$ cat src/rtl/alu_pkg.sv
// alu_pkg -- shared definitions for the sequential ALU.
//   Holds the 8-bit operation codes (4-bit class in [7:4], sub-op in [3:0]),
//   the control FSM state type and a helper that flags the multi-cycle ops.
package alu_pkg;

    localparam logic [7:0] OP_NOP  = 8'h00;
    localparam logic [7:0] OP_ADD  = 8'h11;
    localparam logic [7:0] OP_SUB  = 8'h12;
    localparam logic [7:0] OP_MUL  = 8'h13;
    localparam logic [7:0] OP_DIV  = 8'h14;
    localparam logic [7:0] OP_MOD  = 8'h15;
    localparam logic [7:0] OP_AND  = 8'h21;
    localparam logic [7:0] OP_OR   = 8'h22;
    localparam logic [7:0] OP_XOR  = 8'h23;
    localparam logic [7:0] OP_INV  = 8'h24;
    localparam logic [7:0] OP_SLT  = 8'h31;
    localparam logic [7:0] OP_SLTU = 8'h32;
    localparam logic [7:0] OP_SLL  = 8'h33;
    localparam logic [7:0] OP_SRL  = 8'h34;
    localparam logic [7:0] OP_SRA  = 8'h35;

    typedef enum logic [1:0] {
        S_IDLE = 2'd0,
        S_BUSY = 2'd1,
        S_DONE = 2'd2
    } state_t;

    // Ops that run through the one-bit-per-cycle multiply/divide unit.
    function automatic logic is_iter(input logic [7:0] op);
        return (op == OP_MUL) || (op == OP_DIV) || (op == OP_MOD);
    endfunction

endpackage

$ cat src/rtl/alu_muldiv.sv
// alu_muldiv -- iterative multiply / signed divide unit, one bit per cycle.
//   Multiply: LSB-first shift-add, low WIDTH bits of the product.
//   Divide:   restoring division on operand magnitudes, signs fixed up at the
//             end (quotient truncates toward zero, remainder follows dividend).
// Ports:
//   i_clk, i_rst      clock, asynchronous active-high reset
//   start             load operands and op; iteration begins next cycle
//   op                operation code (OP_MUL / OP_DIV / OP_MOD)
//   a, b              operands
//   done              high during the last of the WIDTH iteration cycles
//   result, dz        final result and divide-by-zero flag, valid with done
module alu_muldiv
    import alu_pkg::*;
#(
    parameter int WIDTH = 32,
    parameter int CW    = $clog2(WIDTH)
) (
    input  logic             i_clk,
    input  logic             i_rst,
    input  logic             start,
    input  logic [7:0]       op,
    input  logic [WIDTH-1:0] a,
    input  logic [WIDTH-1:0] b,
    output logic             done,
    output logic [WIDTH-1:0] result,
    output logic             dz
);

    logic             busy;
    logic [CW-1:0]    cnt;
    logic [WIDTH-1:0] acc;     // product accumulator / partial remainder
    logic [WIDTH-1:0] x;       // multiplier / dividend shifting into quotient
    logic [WIDTH-1:0] y;       // multiplicand / divisor magnitude
    logic             is_mul, is_mod, neg_q, neg_r, dz_r;

    logic [WIDTH:0]   r_sh, diff;
    logic             ge;
    logic [WIDTH-1:0] acc_n, x_n, y_n;

    // One iteration step; the last step's outputs feed the result directly so
    // the answer is ready in the same cycle as done.
    always_comb begin
        r_sh  = {acc, x[WIDTH-1]};
        diff  = r_sh - {1'b0, y};
        ge    = ~diff[WIDTH];
        acc_n = ge ? diff[WIDTH-1:0] : r_sh[WIDTH-1:0];
        x_n   = {x[WIDTH-2:0], ge};
        y_n   = y;
        if (is_mul) begin
            acc_n = acc + (x[0] ? y : '0);
            x_n   = x >> 1;
            y_n   = y << 1;
        end
    end

    // With a zero divisor every trial subtraction succeeds, so the remainder
    // ends as |a| and the sign fix-up restores a itself; only DIV is forced.
    always_comb begin
        if (is_mul)
            result = acc_n;
        else if (is_mod)
            result = neg_r ? -acc_n : acc_n;
        else if (dz_r)
            result = '1;
        else
            result = neg_q ? -x_n : x_n;
    end

    assign done = busy && (cnt == CW'(WIDTH - 1));
    assign dz   = dz_r && !is_mul;

    always_ff @(posedge i_clk or posedge i_rst) begin
        if (i_rst) begin
            busy   <= 1'b0;
            cnt    <= '0;
            acc    <= '0;
            x      <= '0;
            y      <= '0;
            is_mul <= 1'b0;
            is_mod <= 1'b0;
            neg_q  <= 1'b0;
            neg_r  <= 1'b0;
            dz_r   <= 1'b0;
        end else if (start) begin
            busy   <= 1'b1;
            cnt    <= '0;
            acc    <= '0;
            is_mul <= (op == OP_MUL);
            is_mod <= (op == OP_MOD);
            neg_q  <= a[WIDTH-1] ^ b[WIDTH-1];
            neg_r  <= a[WIDTH-1];
            dz_r   <= (b == '0);
            if (op == OP_MUL) begin
                x <= a;
                y <= b;
            end else begin
                x <= a[WIDTH-1] ? -a : a;
                y <= b[WIDTH-1] ? -b : b;
            end
        end else if (busy) begin
            acc <= acc_n;
            x   <= x_n;
            y   <= y_n;
            cnt <= cnt + CW'(1);
            if (done)
                busy <= 1'b0;
        end
    end

endmodule

$ cat src/rtl/alu_seq.sv
// alu_seq -- sequential ALU with valid/ready handshakes on both sides.
//   Single-cycle ops complete one cycle after accept; MUL/DIV/MOD take
//   WIDTH+1 cycles through alu_muldiv when ALU_SEQ_MULDIV_EN is defined.
//   Without ALU_SEQ_MULDIV_EN those three ops behave as single-cycle ops
//   returning zero and no iterative hardware is built.
// Ports:
//   i_clk, i_rst          clock, asynchronous active-high reset
//   i_valid / o_ready     request handshake (o_ready only in IDLE)
//   i_alu_op, i_a, i_b    operation code and operands, taken at accept
//   o_valid / i_ready     result handshake (o_valid only in DONE)
//   o_c, o_dz             result and divide-by-zero flag, held while in DONE
module alu_seq
    import alu_pkg::*;
#(
    parameter int WIDTH = 32,
    parameter int SHW   = $clog2(WIDTH)
) (
    input  logic             i_clk,
    input  logic             i_rst,
    input  logic             i_valid,
    output logic             o_ready,
    input  logic [7:0]       i_alu_op,
    input  logic [WIDTH-1:0] i_a,
    input  logic [WIDTH-1:0] i_b,
    output logic             o_valid,
    input  logic             i_ready,
    output logic [WIDTH-1:0] o_c,
    output logic             o_dz
);

    state_t           state;
    logic             accept;
    logic [SHW-1:0]   shamt;
    logic [WIDTH-1:0] alu_res;

    assign accept = i_valid && o_ready;
    assign shamt  = i_b[SHW-1:0];

    // Single-cycle result, computed straight from the request and captured
    // into o_c at the accept edge.
    always_comb begin
        // NOTE: default assignment first so every path drives alu_res and no latch is inferred.
        alu_res = '0;
        case (i_alu_op)
            OP_NOP:  alu_res = '0;
            OP_ADD:  alu_res = i_a + i_b;
            OP_SUB:  alu_res = i_a - i_b;
            OP_AND:  alu_res = i_a & i_b;
            OP_OR:   alu_res = i_a | i_b;
            OP_XOR:  alu_res = i_a ^ i_b;
            OP_INV:  alu_res = ~i_a;
            OP_SLT:  alu_res = {{(WIDTH-1){1'b0}}, ($signed(i_a) < $signed(i_b))};
            OP_SLTU: alu_res = {{(WIDTH-1){1'b0}}, (i_a < i_b)};
            OP_SLL:  alu_res = i_a << shamt;
            OP_SRL:  alu_res = i_a >> shamt;
            OP_SRA:  alu_res = $unsigned($signed(i_a) >>> shamt);
            // Iterative ops are answered by alu_muldiv, or are zero when it is absent.
            OP_MUL, OP_DIV, OP_MOD: alu_res = '0;
            default: alu_res = '0;
        endcase
    end

`ifdef ALU_SEQ_MULDIV_EN
    logic             md_start, md_done, md_dz;
    logic [WIDTH-1:0] md_result;

    assign md_start = accept && is_iter(i_alu_op);

    alu_muldiv #(.WIDTH(WIDTH)) u_muldiv (
        .i_clk  (i_clk),
        .i_rst  (i_rst),
        .start  (md_start),
        .op     (i_alu_op),
        .a      (i_a),
        .b      (i_b),
        .done   (md_done),
        .result (md_result),
        .dz     (md_dz)
    );
`endif

    // NOTE: non-blocking assignments for all state so every register samples pre-edge values.
    always_ff @(posedge i_clk or posedge i_rst) begin
        if (i_rst) begin
            state   <= S_IDLE;
            o_ready <= 1'b1;
            o_valid <= 1'b0;
            o_c     <= '0;
            o_dz    <= 1'b0;
        end else begin
            case (state)
                S_IDLE: begin
                    if (accept) begin
                        o_ready <= 1'b0;
`ifdef ALU_SEQ_MULDIV_EN
                        if (is_iter(i_alu_op)) begin
                            state <= S_BUSY;
                        end else begin
                            state   <= S_DONE;
                            o_valid <= 1'b1;
                            o_c     <= alu_res;
                            o_dz    <= 1'b0;
                        end
`else
                        state   <= S_DONE;
                        o_valid <= 1'b1;
                        o_c     <= alu_res;
                        o_dz    <= 1'b0;
`endif
                    end
                end
                S_BUSY: begin
`ifdef ALU_SEQ_MULDIV_EN
                    if (md_done) begin
                        state   <= S_DONE;
                        o_valid <= 1'b1;
                        o_c     <= md_result;
                        o_dz    <= md_dz;
                    end
`else
                    // Unreachable without the iterative unit; recover to IDLE.
                    state   <= S_IDLE;
                    o_ready <= 1'b1;
`endif
                end
                S_DONE: begin
                    // Returning to IDLE here means no request can be taken
                    // in the same cycle the result is consumed.
                    if (i_ready) begin
                        state   <= S_IDLE;
                        o_valid <= 1'b0;
                        o_ready <= 1'b1;
                    end
                end
                default: begin
                    state   <= S_IDLE;
                    o_ready <= 1'b1;
                    o_valid <= 1'b0;
                end
            endcase
        end
    end

endmodule

$ cat config.mk
export PLATFORM = sky130hd
export DESIGN_NAME = alu_seq
export DESIGN_NICKNAME = d
export VERILOG_FILES = /design/src/rtl/alu_pkg.sv /design/src/rtl/alu_muldiv.sv /design/src/rtl/alu_seq.sv
export SDC_FILE = /design/constraint.sdc
export NUM_CORES = 1
export LEC_CHECK = 0
export ABC_CLOCK_PERIOD_IN_PS = 2400
export BUFFER_PORTS_ARGS = -buffer_cell sky130_fd_sc_hd__buf_2
export CORE_MARGIN = 2
export CORE_UTILIZATION = 36
export CTS_BUF_LIST = sky130_fd_sc_hd__clkbuf_8 sky130_fd_sc_hd__clkbuf_16
export CTS_CLUSTER_DIAMETER = 200
export DETAILED_ROUTE_END_ITERATION = 6
export GPL_TIMING_DRIVEN = 0
export HOLD_SLACK_MARGIN = 0.15
export PLACE_DENSITY_LB_ADDON = 0.05
export SLEW_MARGIN = 0
export SYNTH_ARGS = -nofsm -noshare
export SYNTH_HDL_FRONTEND = slang
export SYNTH_HIERARCHICAL = 1
export SYNTH_SLANG_ARGS = --single-unit
$ cat constraint.sdc
create_clock -name i_clk -period 2.4 [get_ports i_clk]
set_input_delay 0.24 -clock i_clk [delete_from_list [all_inputs] [get_ports i_clk]]
set_output_delay 0.24 -clock i_clk [all_outputs]
set_load 0.02 [all_outputs]
* Word level (Yosys, flattened, before mapping)
Cells that the tools add are included.
** Storage, ports and cells
- Flip-flop bits (word level) :: 36
- Input port bits :: 76
- Output and inout bits :: 35
- Word-level logic and storage cells :: 46
** Operators by class
- $add $sub $neg :: 2
- Magnitude comparators :: 2
- Eq/ne operators :: 15
- Shift operators :: 3
- Mux-type cells :: 10
- Bitwise gates (word level) :: 5
- Reductions and logical operators :: 5
** Operators with widths (count)
- 32-bit one-hot mux with 11 select lines :: 1
- 8-bit by 6-bit equality test with 1-bit output (second input constant) :: 9
- 32-bit less-than comparator :: 2
- 32-bit adder :: 1
- 32-bit AND :: 1
- 32-bit inverter :: 1
- 32-bit bitwise OR :: 1
- 32-bit by 5-bit left shift with 32-bit output :: 1
- 32-bit by 5-bit >> shifter with 32-bit output :: 1
- 32-bit by 5-bit >>> shifter with 32-bit output :: 1
- 32-bit subtractor :: 1
- 32-bit bitwise XOR :: 1
- 8-bit by 5-bit equality test with 1-bit output (second input constant) :: 2
- 1-bit 2-to-1 mux :: 4
- 2-bit 2-to-1 mux :: 2
- 2-bit != test (second input constant) :: 2
- 2-bit one-hot mux with 2 select lines :: 1
- 2-bit AND reduction :: 2
- 1-bit one-hot mux with 3 select lines :: 1
- 3-bit AND reduction :: 1
- 2-bit by 1-bit equality test with 1-bit output (second input constant) :: 1
- 2-bit equality test (second input constant) :: 1
- 2-bit zero test :: 1
- 1-bit one-hot mux with 2 select lines :: 1
- 2 further kinds :: 2

* Longest topological paths before layout
Gate-level depths: netlist of the first run.
- Depth in word-level cells :: 3
- Depth in mapped cells :: 15
- Mapped depth without buffers :: 13

* Worst setup path before layout of the first run
OpenSTA, ideal clock, no wires.
- Path type :: input -> register
- From :: in i_b[2]
- To :: reg o_c[31]
- Setup time :: 66 ps
- Arrival time :: 3900 ps
- Path slack :: -1565 ps
- Stages on the path :: 15
- Path buffers :: 4
- Cell sequence :: inv_1 buf_1 clkbuf_1 buf_2 ha_1 buf_2 nor3_1 nand2_1 a21bo_1 a41o_1 o41ai_2 a311oi_1 or4_4 a22oi_2 a31o_1
** On the way
- Cells in the longest elaborated chain, start to end :: 2
- Elaborated cells between the ends (all ways) :: 6
- Those cells by class :: add/sub (2); shift (3); mux (1)
** Ends and longest elaborated chain
- start: declaration :: line alu_seq.sv:24 : input logic [WIDTH-1:0] i_b,
- 32-bit subtractor, or another cell as far along :: line alu_seq.sv:47 : OP_SUB: alu_res = i_a - i_b;
- 32-bit one-hot mux with 11 select lines (*) :: line alu_seq.sv:44 : case (i_alu_op)
- end signal: assignment :: line alu_seq.sv:107 : o_c <= alu_res;
- end: declaration :: line alu_seq.sv:27 : output logic [WIDTH-1:0] o_c,
Mark *: on every way between the ends. The rest lies on a longest branch, timed or not.
A chain may end at the register's enable or synchronous reset.

* Final worst setup path of the first run
- From :: in i_a[0]
- To :: reg o_c[0]
** On the way
- Cells in the longest elaborated chain, start to end :: 2
- Elaborated cells between the ends (all ways) :: 12
- Those cells by class :: add/sub (2); order compare (2); shift (3); mux (1); bitwise (4)
** Ends and longest elaborated chain
- start: declaration :: line alu_seq.sv:23 : input logic [WIDTH-1:0] i_a,
- 32-bit subtractor, or another cell as far along :: line alu_seq.sv:47
- 32-bit one-hot mux with 11 select lines (*) :: line alu_seq.sv:44
Marked as above.

==> key figures, run 1 <==
Synthesis
  – Syn Area/Cell: 7.56 um^2
  – Syn nets: ~1600
  – Number of synthesized flops with an enable pin: 0
  – Top cell type's share of synthesized area: 11.8%
  – Ys async rst share: between 90% and 100%
  – Area leader, netlist: mux4_2
  – Yosys cell types: roughly 110
  – Cell Area, Synth: 10500 um^2
  – Register area share after synthesis: slightly above 8%
  – FF+latch count, synth: 34
  – Mapped Cells: approximately 1400
  – Synth warnings: 6
  – Area contributors post-synth: mux4_2 (12%), ha_1 (12%), dfrtp_1 (7.8%)
  – Most common flop cell mapped by yosys: dfrtp_1

Setup path
  – Reg-to-reg slack, setup: -380 ps
  – Crit path cell chain: buf_6 -> inv_4 -> ha_4 -> inv_1 -> fa_2 -> nor2b_4 -> o311ai_4 -> a211oi_2 -> a211o_2 -> a2111o_1 -> o211ai_1 -> nor4b_2 -> or4_4 -> a22oi_2
  – Crit start category: input port
  – Worst-path cell with the longest stage delay: or4_4
  – Worst reg2reg path depth: 8
  – CP delay by family, top: compound AO/OA/AOI/OAI gates
  – Critical path buffers and inverters: 3
  – Worst Path Class, Setup: input port to register
  – Worst setup EP type: register
  – Worst R2R Start: o_ready
  – Largest stage delay on the critical path: 480 ps
  – Max FO, Critical Path: 6
  – Worst path arrival time: 3270 ps
  – R2R Path End: o_c[31]
  – Stages on the worst setup path: 14
  – Req. time, crit path: 2630 ps

Placement
  – Placed cells: roughly 1900
  – Routability cong.: about 1.1
  – HPWL after detailed placement: around 45000 um
  – I/O Buffers: ~110

Finish
  – Most frequent cells in the layout: nor2_1 (127), buf_2 (103), nand2_1 (100)
  – Fin cells: 1996
  – Layout cells sized above 1: 36.1%
  – Final Net Count: between 1500 and 2000
  – Area growth, synth to finish: 37.4%
  – Commonest non-fill, non-tap cell in the layout: nor2_1

Clock tree
  – CTS H-tree lvls: 2
  – Clk slew on worst S/H paths: ~80 ps
  – CTS tree: done
  – Clock sink count: 34
  – Root Buffer Master: clkbuf_16
  – Worst skew pair latency: about 300 ps
  – CTS Buf Count: 5
  – Worst-case clock buffer depth: 2

Global route
  – First-pass GRT wire length: between 80000 and 90000 um
  – GRT Overall Usage: between 30% and 40%
  – Initial antenna violation count: 2
  – Pin count of the biggest net entering global routing: 35
  – Vias in the first global route: ~13000
  – Gr ovfl total: 0

Min path
  – Hold Crit Start: o_c[3]
  – Hold path depth: 2
  – WHS Endpoint: o_c[3]
  – Min-delay worst type: register to register

Drt
  – DR DRC count: 0
  – First-pass iteration count of the detailed router: 6
  – Avg Vias per Cell: 6.67
  – Top layer used by detailed routing: met4
  – Final ANT Viol Nets: 0
  – Drt initial violations: 1701
  – M1 WL: 25100 um
  – Met2 routed WL: approximately 26000 um
  – Routed WL: roughly 60000 um
  – Vias: between 10000 and 15000
  – Met3 routed WL: between 6000 and 7000 um
  – Wire per inst: approximately 30 um

Power and ir drop
  – Pleak: 0.00599 uW
  – Cell Pwr Density: approximately 330 nW/um^2
  – Peak VDD IR: 0.000254 V
  – Design Power: just under 5000 uW

Run status
  – Status: complete, but fails checks
  – Violated checks: setup timing

Run
  – Max_cap viols: 0

STA
  – Slew Limit Fails: 0
  – Period minus WS final: 3040 ps
  – Unrepaired setup endpoints after global routing: true
  – Crit share post-route: 126%
  – Rel. slew slack: between 30% and 40%
  – Final hold vios: 0
  – FMAX: 329 MHz
  – Final worst slack: -635 ps
  – Worst slew pin tran: between 1000 and 1500 ps
  – Final Skew: approximately 7.5 ps
  – Final setup viols: 32

Floorplan
  – Row count: just over 60
  – Core Area: 28800 um^2
  – Starting Density: approximately 37%
  – Die area: between 30000 and 40000 um^2
  – Die X: 175 um
  – IO Pins: between 100 and 150
  – Die Y-Extent: around 180 um
## timing repair
item                                    4_1_cts  5_1_grt
pin swaps                                    61      101
endpoints found under the setup margin       33       32
resized for setup                           242      193
hold buffers                                  3        0
cloned                                        0        1
endpoints found under the hold margin         8        0
buffers inserted                             63       53
## state kept, by name, summed over array words and instances (netlist names)
register and count:
o_ready 1, o_c 32, o_valid 1
## report_power, final
part,switching [uW],internal (uW)
registers,48.7,662
clock network,333,414
logic,2020,1350
## logic make-up (layout without fill, tap and decap cells)
kind of cell               count (synthesis)  in the layout  synth area share (%)
AOI/OAI and AO/OA                        488            488                  31.1
adders and majority gates                100            100                  12.0
muxes                                    114            114                  18.7
xor gates and xnor gates                  18             18                  1.50
other                                      1              2                0.0356
buffers and inverters                    211            428                  8.52
and+or+nand+nor                          428            428                  20.0
DFF                                       34             34                  8.09
## worst register-to-register path: cells and delay by family, from the launching register on
kind	cells	cell delay, ps
compound gates	5	1360
buf+inv	1	420
flops	1	570
simple gates	2	350
## synthesized netlist by cell type, drive strengths merged, types with 11 or more instances
cell and count:
o21ai 115, a22oi 19, nor2 146, a21oi 118
a2111oi 14, a21o 16, a221oi 15, o221ai 11
o211ai 22, xnor2 13, buf 40, clkbuf 75
nand3 27, dfrtp 33, inv 94, nand2b 17
o21bai 15, nor3 37, mux2i 43, ha 98
and2 13, o22ai 18, a211oi 23, mux4 62
or3 16, o31ai 11, nand2 107, a31oi 11
## stage by stage
| step | hold slack (ps) | TNS, ps | utilization [%] | instance area [um^2] | setup slack (ps) |
|---|---|---|---|---|---|
| detailed placement | 433 | -40190 | 41.4 | 11900 | -1710 |
| floorplan | 303 | -8420 | - | 10900 | -703 |
| global placement | 420 | -40420 | 41.4 | 11900 | -1700 |
| global route | 492 | -13840 | 50.3 | 14500 | -700 |
| CTS | 419 | -13090 | 46.6 | 13400 | -794 |
| finish | 473 | -11630 | 50.3 | 14500 | -635 |
## worst max-delay path by stage
stage	startpoint	to	slack [ps]
6_report	i_a[0]	o_c[0]	-640
5_1_grt	i_b[2]	o_c[30]	-700
4_1_cts	i_b[2]	o_c[0]	-790
3_5_place_dp	i_b[1]	o_c[2]	-1710
3_3_place_gp	i_b[2]	o_c[0]	-1700
2_1_floorplan	i_b[2]	o_c[0]	-700
## layout make-up
type | instances | area (um^2)
clock inverters | 2 | 12.5
fillers | 2915 | 14300
clock buffers | 6 | 139
flip-flops and latches | 34 | 852
multi-input cells | 1149 | 10100
diodes | 1 | 2.50
well taps | 384 | 480
inverters | 96 | 399
repair buffers | 224 | 1720
plain buffers | 100 | 763
## metal layers
layer  up-vias  track usage, %
li1       5686               -
met1      6589            53.6
met2       883            58.6
met3       156            6.05
met4         0            14.0
met5         -               0
Power figures use the tool's default switching activity.
==> run 2: changes to the inputs <==
RECOVER_POWER = 50   (was not set)
SYNTH_HIERARCHICAL = not set   (was 1)
==> run 2 against run 1 <==
  * The flow finishes with violations (capacitance limit, slew limit, setup timing)
  * Clock power increased by 0.7%
  * Die area stayed put
  * Sequential power about the same
  * Fmax shrank 0.20%
  * Total power shrank 0.29%
  * Largest power group unchanged
==> key figures, run 2 <==
Synthesis
  – FF+latch count, synth: 34 (unchanged)
  – Syn nets: 1570 (unchanged)
  – Area leader, netlist: mux4_2
  – Number of synthesized flops with an enable pin: 0 (unchanged)
  – Cell Area, Synth: 10500 um^2 (unchanged)
  – Mapped Cells: 1394 (unchanged)
  – Area contributors post-synth: mux4_2 (12%), ha_1 (12%), dfrtp_1 (7.8%)
  – Syn Area/Cell: 7.56 um^2 (unchanged)
  – Ys async rst share: 100% (unchanged)
  – Yosys cell types: 106 (unchanged)
  – Most common flop cell mapped by yosys: dfrtp_1
  – Synth warnings: 0 (-6)
  – Top cell type's share of synthesized area: 11.8% (unchanged)
  – Top cells by count, synth: nor2_1 (145), a21oi_1 (118), nand2_1 (107), o21ai_0 (104), ha_1 (98)
  – Top-count cell post-synth: nor2_1
  – Register area share after synthesis: 8.09% (unchanged)

STA
  – Period minus WS final: 3040 ps (+6.07 ps)
  – Worst slew pin tran: 1610 ps (+596 ps)
  – Unrepaired setup endpoints after global routing: true
  – FMAX: 329 MHz (-0.20%)
  – Rel. slew slack: -7.78% (-40 points)
  – Final setup viols: 32 (unchanged)
  – Setup TNS: -11450 ps (+180 ps)
  – Crit share post-route: 127% (+0.25 points)
  – Final Skew: 8.52 ps (+1.02 ps)
  – Slew Limit Fails: 35 (+35)
  – Final worst slack: -641 ps (-6.07 ps)
  – Final hold vios: 0 (unchanged)

Finish
  – Final Net Count: 1786 (unchanged)
  – Most flops, register: o_c
  – Most frequent cells in the layout: nor2_1 (127), nand2_1 (100), a21oi_1 (92)
  – Layout cells sized above 1: 34.0% (-2.1 points)
  – Ant diodes: 0 (-1)
  – Fin cells: 1995 (-0.050%)
  – Design Area, Final: 14400 um^2 (-0.30%)
  – Largest register FFs: 32 (unchanged)
  – Commonest non-fill, non-tap cell in the layout: nor2_1
  – Area growth, synth to finish: 36.9%
  – Largest regs: o_c (32), o_ready (1), o_valid (1)

Power and ir drop
  – Design Power: 4810 uW (-0.29%)
  – Peak VDD IR: 0.000254 V (about the same)
  – Cell Pwr Density: 333 nW/um^2 (about the same)
  – Pleak: 0.00586 uW (-2.2%)

Floorplan
  – Die Y-Extent: 175 um (unchanged)
  – IO Pins: 111 (unchanged)
  – Die X: 175 um (unchanged)
  – Row count: 62 (unchanged)
  – Starting Density: 36.6% (unchanged)
  – Core Area: 28800 um^2 (unchanged)
  – Die area: 30600 um^2 (unchanged)

Setup path
  – Reg-to-reg slack, setup: -380 ps (about the same)
  – R2R Path End: o_c[31]
  – Worst Path Class, Setup: input port to register
  – Crit start category: input port
  – Worst R2R Start: o_ready
  – Worst path arrival time: 3280 ps (about the same)
  – Worst setup EP type: register
  – Largest stage delay on the critical path: 480 ps (about the same)
  – Crit path cell chain: buf_6 -> inv_4 -> ha_4 -> inv_1 -> fa_2 -> nor2b_4 -> o311ai_4 -> a211oi_2 -> a211o_2 -> a2111o_1 -> o211ai_1 -> nor4b_2 -> or4_4 -> a22oi_2
  – Worst-path cell with the longest stage delay: or4_4
  – Critical path buffers and inverters: 3 (unchanged)
  – Max FO, Critical Path: 6 (unchanged)
  – Req. time, crit path: 2630 ps (about the same)
  – CP delay by family, top: compound AO/OA/AOI/OAI gates
  – Worst reg2reg path depth: 8 (unchanged)

Clock tree
  – Root Buffer Master: clkbuf_16
  – CTS tree: done
  – Clk slew on worst S/H paths: 80 ps (about the same)
  – Worst-case clock buffer depth: 2 (unchanged)
  – CTS H-tree lvls: 2 (unchanged)
  – CTS Buf Count: 5 (unchanged)
  – Worst skew pair latency: 310 ps (about the same)
  – Clock sink count: 34 (unchanged)

Drt
  – DR DRC count: 0 (unchanged)
  – Final ANT Viol Nets: 0 (unchanged)
  – Avg Vias per Cell: 6.68 (about the same)
  – Wire per inst: 29.9 um (about the same)
  – First-pass iteration count of the detailed router: 6 (unchanged)
  – Routed WL: 59700 um (about the same)
  – Drt initial violations: 1637 (-3.8%)
  – Vias: 13318 (+0.030%)

Placement
  – HPWL after detailed placement: 45300 um (unchanged)
  – Routability cong.: 1.05 (unchanged)
  – Pre-CTS setup slack: -1710 ps (unchanged)
  – I/O Buffers: 108 (unchanged)
  – Post-DP Area: 11900 um^2 (unchanged)
  – Placed cells: 1886 (unchanged)

Global route
  – Vias in the first global route: 12602 (unchanged)
  – Gr ovfl total: 0 (unchanged)
  – Pin count of the biggest net entering global routing: 35 (unchanged)
  – Initial antenna violation count: 2 (unchanged)
  – GRT Overall Usage: 38.1% (unchanged)
  – First-pass GRT wire length: 85900 um (unchanged)

Run status
  – Violated checks: capacitance limit, slew limit, setup timing
  – Status: complete, but fails checks

Min path
  – Hold path depth: 2 (unchanged)
  – Hold Crit Start: o_c[3]
  – Min-delay worst type: register to register
  – WHS Endpoint: o_c[3]

Run
  – Max_cap viols: 1 (+1)
run 2: per-stage QoR:
step	util [%]	hold slack (ps)
floorplan	-	303
global placement	41.4	420
detailed placement	41.4	433
CTS	46.6	419
global route	50.1	495
finish	50.1	476
run 2: how the worst max path moves through the flow:
stage          cells past startpoint      end    from
2_1_floorplan                     15   o_c[0]  i_b[2]
3_3_place_gp                      16   o_c[0]  i_b[2]
3_5_place_dp                      12   o_c[2]  i_b[1]
4_1_cts                           15   o_c[0]  i_b[2]
5_1_grt                           16  o_c[30]  i_b[2]
6_report                          14   o_c[0]  i_a[0]
run 2: kinds of logic (layout without fill, tap and decap cells):
group           Yosys count  count (layout)  share of synthesized area, %
fa+ha+maj               100             100                          12.0
buf+inv                 211             428                          8.52
compound gates          488             488                          31.1
flops                    34              34                          8.09
xor+xnor                 18              18                          1.50
simple gates            428             428                          20.0
other cells               1               1                        0.0356
mux                     114             114                          18.7
run 2: power by group:
group / internal [uW] / switching [uW] / leakage, uW
combinational: 1330 / 2020 / 0.00533
clock: 414 / 339 / 0.0000729
sequential: 662 / 51.5 / 0.000457
total: 2400 / 2410 / 0.00586
run 2: layer usage:
layer	track usage, %	part of all wire [%]	vias up	routed length [um]
li1	-	-	5677	-
met1	53.6	42	6601	25100
met2	58.6	43	870	25700
met3	6.05	10	170	6220
met4	14.0	4.6	0	2730
met5	0	0	-	0
run 2: area by class of cell:
class	instances	area [um^2]
fill	2928	14400
multi-input combinational	1149	10100
timing repair buffer	224	1680
sequential	34	852
buffer	100	763
tap	384	480
inverter	96	399
clock buffer	6	139
clock inverter	2	12.5
run 2: worst register-to-register path: stages (launching register included):
cell	delay, ps
dfstp_2	570
and3_1	150
clkbuf_1	400
o21a_1	230
nand2_1	200
a2111oi_1	690
o31ai_4	160
a22oi_2	180
a31o_1	110
run 2: what timing repair did:
action / CTS / global route
buffers inserted: 63 / 53
cloned: 0 / 1
hold buffers: 3 / 0
pin swaps: 61 / 101
gates resized for setup: 242 / 193
endpoints found under the hold margin: 8 / 0
endpoints found under the setup margin: 33 / 32
